`config.mk`:
```
export PLATFORM = sky130hd
export DESIGN_NAME = osc_vector_sweeper
export DESIGN_NICKNAME = d
export VERILOG_FILES = /design/src/rtl/osc_vector_sweeper.sv
export SDC_FILE = /design/constraint.sdc
export NUM_CORES = 1
export LEC_CHECK = 0
export ABC_CLOCK_PERIOD_IN_PS = 5900
export CAP_MARGIN = 5
export CELL_PAD_IN_SITES_DETAIL_PLACEMENT = 0
export CELL_PAD_IN_SITES_GLOBAL_PLACEMENT = 1
export CORE_MARGIN = 2
export CORE_UTILIZATION = 25
export CTS_CLUSTER_DIAMETER = 60
export DETAILED_ROUTE_END_ITERATION = 16
export GPL_ROUTABILITY_DRIVEN = 0
export PLACE_DENSITY_LB_ADDON = 0.1
export SLEW_MARGIN = 25
export SYNTH_ARGS = -nofsm -noshare
export SYNTH_HDL_FRONTEND = slang
export SYNTH_SLANG_ARGS = --single-unit
export TNS_END_PERCENT = 30
```
`constraint.sdc`:
```
create_clock -name clk -period 5.9 [get_ports clk]
set_clock_uncertainty 0.15 [all_clocks]
set_input_delay 0.59 -clock clk [delete_from_list [all_inputs] [get_ports clk]]
set_output_delay 0.59 -clock clk [all_outputs]
set_load 0.01 [all_outputs]
```
`src/rtl/osc_vector_sweeper.sv`:
```
// Exhaustive stimulus sweep for a feedback loop under test: per vector, settle, count
// synchronised probe toggles over a fixed window, and record which vectors oscillate.
module osc_vector_sweeper #(
  parameter int VEC_W         = 8,
  parameter int SETTLE_CYCLES = 4,
  parameter int WINDOW_CYCLES = 16,
  parameter int TOGGLE_THRESH = 2
) (
  input  logic             clk,
  input  logic             rst,
  input  logic             start,
  input  logic             stop_on_first,
  input  logic             probe_in,
  output logic [VEC_W-1:0] vec_out,
  output logic             busy,
  output logic             done,
  output logic             osc_found,
  output logic [VEC_W-1:0] osc_vec,
  output logic [VEC_W:0]   osc_count
);

  localparam int CNT_MAX = (SETTLE_CYCLES > WINDOW_CYCLES) ? SETTLE_CYCLES : WINDOW_CYCLES;
  localparam int CNT_W   = $clog2(CNT_MAX + 1);
  localparam int TOG_W   = $clog2(TOGGLE_THRESH + 1);

  localparam logic [CNT_W-1:0] SETTLE_LAST = CNT_W'(SETTLE_CYCLES - 1);
  localparam logic [CNT_W-1:0] WINDOW_LAST = CNT_W'(WINDOW_CYCLES - 1);
  localparam logic [TOG_W-1:0] TOG_MAX     = TOG_W'(TOGGLE_THRESH);

  typedef enum logic [2:0] {
    S_IDLE,
    S_SETTLE,
    S_MEASURE,
    S_EVAL,
    S_DONE
  } state_t;

  state_t           state_q;
  logic             sync1_q;
  logic             probe_s_q;
  logic             prev_q;
  logic             stop_q;
  logic [CNT_W-1:0] cnt_q;
  logic [TOG_W-1:0] tog_q;
  logic [TOG_W-1:0] tog_d;
  logic             osc_d;
  logic             last_vec_d;

  logic [VEC_W-1:0] vec_q;
  logic             busy_q;
  logic             done_q;
  logic             found_q;
  logic [VEC_W-1:0] osc_vec_q;
  logic [VEC_W:0]   osc_cnt_q;

  // Toggle count saturates so the counter stays just wide enough for the threshold.
  always_comb begin
    tog_d = tog_q;
    if ((probe_s_q != prev_q) && (tog_q != TOG_MAX)) begin
      tog_d = tog_q + TOG_W'(1);
    end
    osc_d      = (tog_q >= TOG_MAX);
    last_vec_d = &vec_q;
  end

  always_ff @(posedge clk) begin
    if (rst) begin
      state_q   <= S_IDLE;
      sync1_q   <= 1'b0;
      probe_s_q <= 1'b0;
      prev_q    <= 1'b0;
      stop_q    <= 1'b0;
      cnt_q     <= '0;
      tog_q     <= '0;
      vec_q     <= '0;
      busy_q    <= 1'b0;
      done_q    <= 1'b0;
      found_q   <= 1'b0;
      osc_vec_q <= '0;
      osc_cnt_q <= '0;
    end else begin
      sync1_q   <= probe_in;
      probe_s_q <= sync1_q;
      done_q    <= 1'b0;
      case (state_q)
        S_IDLE: begin
          if (start) begin
            stop_q    <= stop_on_first;
            vec_q     <= '0;
            found_q   <= 1'b0;
            osc_vec_q <= '0;
            osc_cnt_q <= '0;
            cnt_q     <= '0;
            tog_q     <= '0;
            busy_q    <= 1'b1;
            state_q   <= S_SETTLE;
          end
        end
        S_SETTLE: begin
          if (cnt_q == SETTLE_LAST) begin
            prev_q  <= probe_s_q;
            cnt_q   <= '0;
            state_q <= S_MEASURE;
          end else begin
            cnt_q <= cnt_q + CNT_W'(1);
          end
        end
        S_MEASURE: begin
          tog_q  <= tog_d;
          prev_q <= probe_s_q;
          if (cnt_q == WINDOW_LAST) begin
            cnt_q   <= '0;
            state_q <= S_EVAL;
          end else begin
            cnt_q <= cnt_q + CNT_W'(1);
          end
        end
        S_EVAL: begin
          tog_q <= '0;
          if (osc_d) begin
            osc_cnt_q <= osc_cnt_q + {{VEC_W{1'b0}}, 1'b1};
            if (!found_q) begin
              osc_vec_q <= vec_q;
              found_q   <= 1'b1;
            end
          end
          // The sweep never wraps: all-ones is the final vector.
          if (last_vec_d || (osc_d && stop_q)) begin
            busy_q  <= 1'b0;
            done_q  <= 1'b1;
            state_q <= S_DONE;
          end else begin
            vec_q   <= vec_q + VEC_W'(1);
            state_q <= S_SETTLE;
          end
        end
        S_DONE: begin
          state_q <= S_IDLE;
        end
        default: begin
          state_q <= S_IDLE;
          busy_q  <= 1'b0;
        end
      endcase
    end
  end

  assign vec_out   = vec_q;
  assign busy      = busy_q;
  assign done      = done_q;
  assign osc_found = found_q;
  assign osc_vec   = osc_vec_q;
  assign osc_count = osc_cnt_q;

endmodule

```
==> impl_metrics.json, run 1 <==
{
  "critPathArrivalTime_ns": 2.47,
  "hp-class": "reg -> reg",
  "std_cell_rows": 32,
  "core_mm2": 0.00781,
  "netlist_instances": 230,
  "cap_viol_max_count": 0,
  "avgSynthCellArea_um2": 8.86,
  "synth-main-ff-cell": "dfxtp_1",
  "post-dp-hpwl_um": 3460,
  "die_h_um": 94.3,
  "path_clk_slew_ns": 0.09,
  "synth_compound_area_share_pct": 17.4,
  "drtPass1Iterations": 4,
  "clock_path_buffers": 2,
  "cp.required_ns": 5.99,
  "wl_per_cell_um": 13.9,
  "die_w_um": 94.3,
  "period_share_pct": 40.4,
  "crit_chain": "clkdlybuf4s50_1 > or3b_2 > a21o_1 > a21oi_4 > mux2i_1",
  "synth_mux_area_share_pct": 5.53,
  "fmax_ghz": 0.419,
  "ys_seq_elements": 42,
  "grt_overflow_total": 0,
  "reg2reg_from": "tog_q[0]",
  "crit_type": "in -> reg",
  "status": "complete, no violations",
  "num_vias": 1742,
  "min_period_ns": 2.39,
  "seq_area_um2": 841,
  "grt_pass1_vias": 1606,
  "reg2reg_depth": 6,
  "n_antenna_cell": 0,
  "start_util_pct": 26.1,
  "yosysUniqueCellTypes": 47,
  "cts_made_buffers": 5,
  "setup.worst_path.start": "start",
  "grt_use_total_pct": 11.8,
  "cts.sink_count": 42,
  "startpoint_type": "primary input",
  "post_cts_resize_count": 0,
  "placed_area_mm2": 0.00244,
  "cpMaxStageDelayCell": "clkdlybuf4s50_1",
  "stdcell_area_mm2": 0.00253,
  "filler_cell_count": 835,
  "holdPathStages": 1,
  "clk_latency_ns": 0.29,
  "worstPathMaxFanout": 8,
  "ios": 33,
  "grt_max_degree": 39,
  "route.detailed.drc": 0,
  "antenna_found_initial": 0,
  "drt_iter0_drc": 59,
  "grt_pass1_wl_um": 8130,
  "async_flop_share_pct": 0,
  "cts_root_buf": "clkbuf_8",
  "cts_tree": "done",
  "hp-start": "sync1_q",
  "routed_wl_um": 5030,
  "leakage_nw": 0.816,
  "rsz0062_at_grt": "no",
  "fin_tns_setup_ns": 0,
  "synth_top_family_by_area": "simple AND/OR/NAND/NOR gates",
  "dieArea_mm2": 0.00889,
  "cts_hold_buffers": 0,
  "slew_viol_final": 0,
  "multi_input_area_mm2": 0.00112,
  "power.density_mw_per_mm2": 209,
  "synth_fa_ha_area_share_pct": 4.18,
  "regToRegSetupSlack_ns": 3.64,
  "yosys_warnings": 0,
  "worstMarginPinSlew_ns": 0.819,
  "final_nets": 271,
  "viasPerCell": 4.80,
  "syn2layout_area_growth_pct": 24.3,
  "worstHoldEndpoint": "probe_s_q",
  "synth_edf_count": 0,
  "relSlewSlack_pct": 44.9,
  "htreeDepth": 2,
  "synth_nets": 241,
  "finalSetupViolCount": 0,
  "max_stage_delay_ns": 0.54,
  "synthXorXnorAreaFrac_pct": 0.860,
  "cts_setup_buffers": 0,
  "drive_gt1_share_pct": 8.05,
  "r2r_end": "vec_out[5]",
  "port_buffers": 32,
  "synthSimpleGateAreaFrac_pct": 27.1,
  "hold_violations": 0,
  "end_kind": "flop",
  "ir_drop_mv": 0.0878,
  "postRouteAntennaNets": 0,
  "synthesis.area_mm2": 0.00204,
  "yosysSeqAreaShare_pct": 41.3
}
-- synthesized netlist by cell type, drive strengths merged (2+ instances only) --
cell,count,area share (%)
dfxtp,42,41
nand2,23,4.2
nor2,19,3.5
a21oi,17,4.7
nand3,13,3.2
nand2b,10,3.1
mux2i,9,4.4
o21ai,8,2.0
ha,6,3.7
or4,6,2.2
buf,5,1.8
clkbuf,5,0.92
inv,5,0.92
nor2b,5,1.5
a211oi,4,1.5
a31oi,4,1.2
nor3,4,0.98
o31ai,4,1.5
or3,4,1.2
o211ai,3,1.4
or3b,3,1.3
a22oi,2,0.74
and2,2,0.61
mux2,2,1.1
nand3b,2,0.74
nand4,2,0.61
nor4b,2,0.86
o2111ai,2,0.86
or2,2,0.61
-- routing by layer --
layer	track usage [%]	share of wire, %
met1	16.0	51
met4	4.35	1.4
met3	2.97	4.1
met5	0	0
met2	18.0	43
-- registers in the layout, indices dropped and copies added (netlist names) --
signal and count:
osc_found 1, stop_q 1, tog_q 2, probe_s_q 1
state_q 3, sync1_q 1, busy 1, prev_q 1
done 1, osc_count 9, vec_out 8, cnt_q 5
osc_vec 8
-- cell type report --
class | count | share of cell area (%)
multi-input combinational | 173 | 44.3
sequential | 42 | 33.2
timing repair buffer | 33 | 13.0
tap | 102 | 5.04
clock buffer | 6 | 3.26
inverter | 5 | 0.741
clock inverter | 2 | 0.494
-- critical path: cells and delay by family --
family / cells / cell delay [ns]
AND/OR/NAND/NOR: 1 / 0.45
multiplexers: 1 / 0.22
buffers and inverters: 1 / 0.54
AO/OA/AOI/OAI: 2 / 0.66
-- placed cells by master, fill, tap and decap left out, drive strengths merged, types with 2 or more instances in the layout --
cell           netlist  layout
dfxtp               42      42
clkdlybuf4s50        0      32
nand2               23      23
nor2                19      19
a21oi               17      17
nand3               13      13
nand2b              10      10
mux2i                9       9
o21ai                8       8
or4                  6       6
ha                   6       6
clkbuf               5       6
inv                  5       5
nor2b                5       5
o31ai                4       4
a211oi               4       4
nor3                 4       4
a31oi                4       4
or3                  4       4
or3b                 3       3
o211ai               3       3
nand4                2       2
mux2                 2       2
or2                  2       2
nor4b                2       2
nand3b               2       2
a22oi                2       2
and2                 2       2
o2111ai              2       2
-- per-stage QoR --
stage          power, mW  std cells  hold WS [ns]  worst slack, ns  utilization (%)
6_report           0.529        363         0.297             3.51             32.4
5_1_grt            0.552        363         0.329             3.39             32.4
4_1_cts            0.537        363         0.303             3.48             32.4
3_5_place_dp       0.334        355         0.282             3.17             31.2
3_3_place_gp       0.334        355         0.269             3.21             31.2
2_1_floorplan      0.325        230         0.264             3.87                -
-- worst max path at each step --
stage,endpoint
after floorplan,tog_q[1]
after global placement,osc_vec[2]
after detailed placement,osc_vec[1]
after CTS,osc_vec[1]
after global routing,osc_vec[2]
final,osc_vec[4]
-- kinds of logic after synthesis --
kind of cell	Yosys count
adder cells (fa/ha/maj)	7
AO/OA/AOI/OAI	51
multiplexers	11
buffers and inverters	15
XOR/XNOR	2
flip-flops	42
AND/OR/NAND/NOR	102
-- power breakdown --
part	switching (mW)	leakage [nW]	internal, mW
Sequential	0.00427	0.339	0.286
Clock	0.108	0.0472	0.0943
Combinational	0.0195	0.430	0.0160
No activity file was read; power rests on OpenSTA's default activity.
==> inputs of run 2 (changes only) <==
Settings changed: ABC_CLOCK_PERIOD_IN_PS 5900 to 2300.
Clock period 5.9 ns to 2.3 ns, I/O delays scaled along.
==> run 2 against run 1 <==
Sequential cell count is the same. Register-to-register slack lost 3.4 ns. Via count up 2.4%. Combinational power rose to 3.4 times the previous value. Power grew to 2.6 times the previous value. Cell area up 6.9%. Clock power grew to 2.5 times the previous value.
==> impl_metrics.json, run 2 (synthesis results as in run 1) <==
{
  "status": "complete, no violations",
  "cts.sink_count": 42,
  "grt_pass1_vias": 1729,
  "die_h_um": 94.3,
  "syn2layout_area_growth_pct": 32.8,
  "cts_root_buf": "clkbuf_8",
  "htreeDepth": 2,
  "worstPathMaxFanout": 6,
  "crit_type": "reg -> reg",
  "worstMarginPinSlew_ns": 0.559,
  "pre_cts_ws_ns": 0.162,
  "clock_path_buffers": 2,
  "start_util_pct": 26.1,
  "cts_made_buffers": 5,
  "final_common_cell": "dfxtp_1",
  "drive_gt1_share_pct": 14.8,
  "cap_viol_max_count": 0,
  "n_antenna_cell": 0,
  "hold_violations": 0,
  "setup_ws_ns": 0.274,
  "cp.required_ns": 2.38,
  "fin_tns_setup_ns": 0,
  "critPathArrivalTime_ns": 2.10,
  "slew_viol_final": 0,
  "dieArea_mm2": 0.00889,
  "finalSetupViolCount": 0,
  "grt_use_total_pct": 12.9,
  "post-dp-hpwl_um": 3710,
  "regToRegSetupSlack_ns": 0.27,
  "route.detailed.drc": 0,
  "grt_pass1_wl_um": 9000,
  "routed_wl_um": 5260,
  "postRouteAntennaNets": 0,
  "ios": 33,
  "drtPass1Iterations": 4,
  "startpoint_type": "flop",
  "final_cell_mix": "dfxtp_1 (42), clkdlybuf4s50_1 (32), nand2_1 (23)",
  "viasPerCell": 4.63,
  "antenna_found_initial": 0,
  "largest_reg_flops": 9,
  "num_vias": 1784,
  "wl_per_cell_um": 13.7,
  "rsz0062_at_grt": "no",
  "cts_tree": "done",
  "fmax_ghz": 0.494,
  "core_mm2": 0.00781,
  "end_kind": "flop",
  "std_cell_rows": 32,
  "ir_drop_mv": 0.161,
  "leakage_nw": 0.932,
  "die_w_um": 94.3,
  "clk_latency_ns": 0.30,
  "hp-class": "reg -> reg",
  "path_clk_slew_ns": 0.08,
  "min_period_ns": 2.03,
  "power.density_mw_per_mm2": 507,
  "period_share_pct": 88.1,
  "grt_overflow_total": 0,
  "drt_iter0_drc": 52,
  "final_nets": 293,
  "relSlewSlack_pct": 62.2,
  "cts_hold_buffers": 0,
  "port_buffers": 32,
  "grt_max_degree": 27
}
## run 2: cell count changes in the layout (fill, tap and decap cells not counted), sizes merged
cell,before,now
buf,1,23
clkinvlp,1,0
clkbuf,6,7
## run 2: layout make-up
type / instances / area, µm²
clock buffers: 7 / 86.3
clock inverters: 1 / 5.00
fillers: 851 / 5100
inverters: 5 / 18.8
multi-input cells: 173 / 1120
flip-flops and latches: 42 / 841
well taps: 102 / 128
repair buffers: 55 / 505
## run 2: metal layers
metal	wire (µm)	global-route usage (%)	vias up	share of wire, %
li1	-	-	938	-
met1	2670	17.2	810	51
met2	2310	20.1	29	44
met3	201	3.21	7	3.8
met4	74	4.35	0	1.4
met5	0	0	-	0
## run 2: worst paths after layout
| check | from | endpoint | cells past startpoint |
|---|---|---|---|
| setup reg to reg | cnt_q[0] | cnt_q[2] | 9 |
| hold / removal | sync1_q | probe_s_q | 1 |
| setup / recovery | cnt_q[0] | cnt_q[2] | 9 |
| hold reg to reg | sync1_q | probe_s_q | 1 |
## run 2: worst max-delay path: stages, from the launching register on
cell and delay [ns]:
dfxtp_1 0.34, ha_1 0.24, nand3_1 0.11, inv_1 0.05, ha_1 0.18, or2_2 0.27, o22ai_1 0.18, buf_4 0.17
nand4bb_1 0.10, a31oi_1 0.16
## run 2: timing repair
| action | CTS | global route |
|---|---|---|
| resized for setup | 0 | 1 |
| endpoints found under the setup margin | 0 | 2 |
| setup buffers | 0 | 0 |
## run 2: report_power, final
part	internal [mW]	total (mW)	switching (mW)
Sequential	0.734	0.741	0.00640
Clock	0.243	0.508	0.265
Combinational	0.0617	0.122	0.0602
## run 2: per-stage QoR
step	cell area [µm²]	total power [mW]	util, %	std cells	hold slack [ns]
global placement	2610	0.883	33.5	377	0.271
floorplan	2040	0.833	-	230	0.208
global route	2710	1.43	34.6	385	0.315
finish	2710	1.37	34.6	385	0.289
detailed placement	2610	0.881	33.5	377	0.278
CTS	2710	1.40	34.6	385	0.299
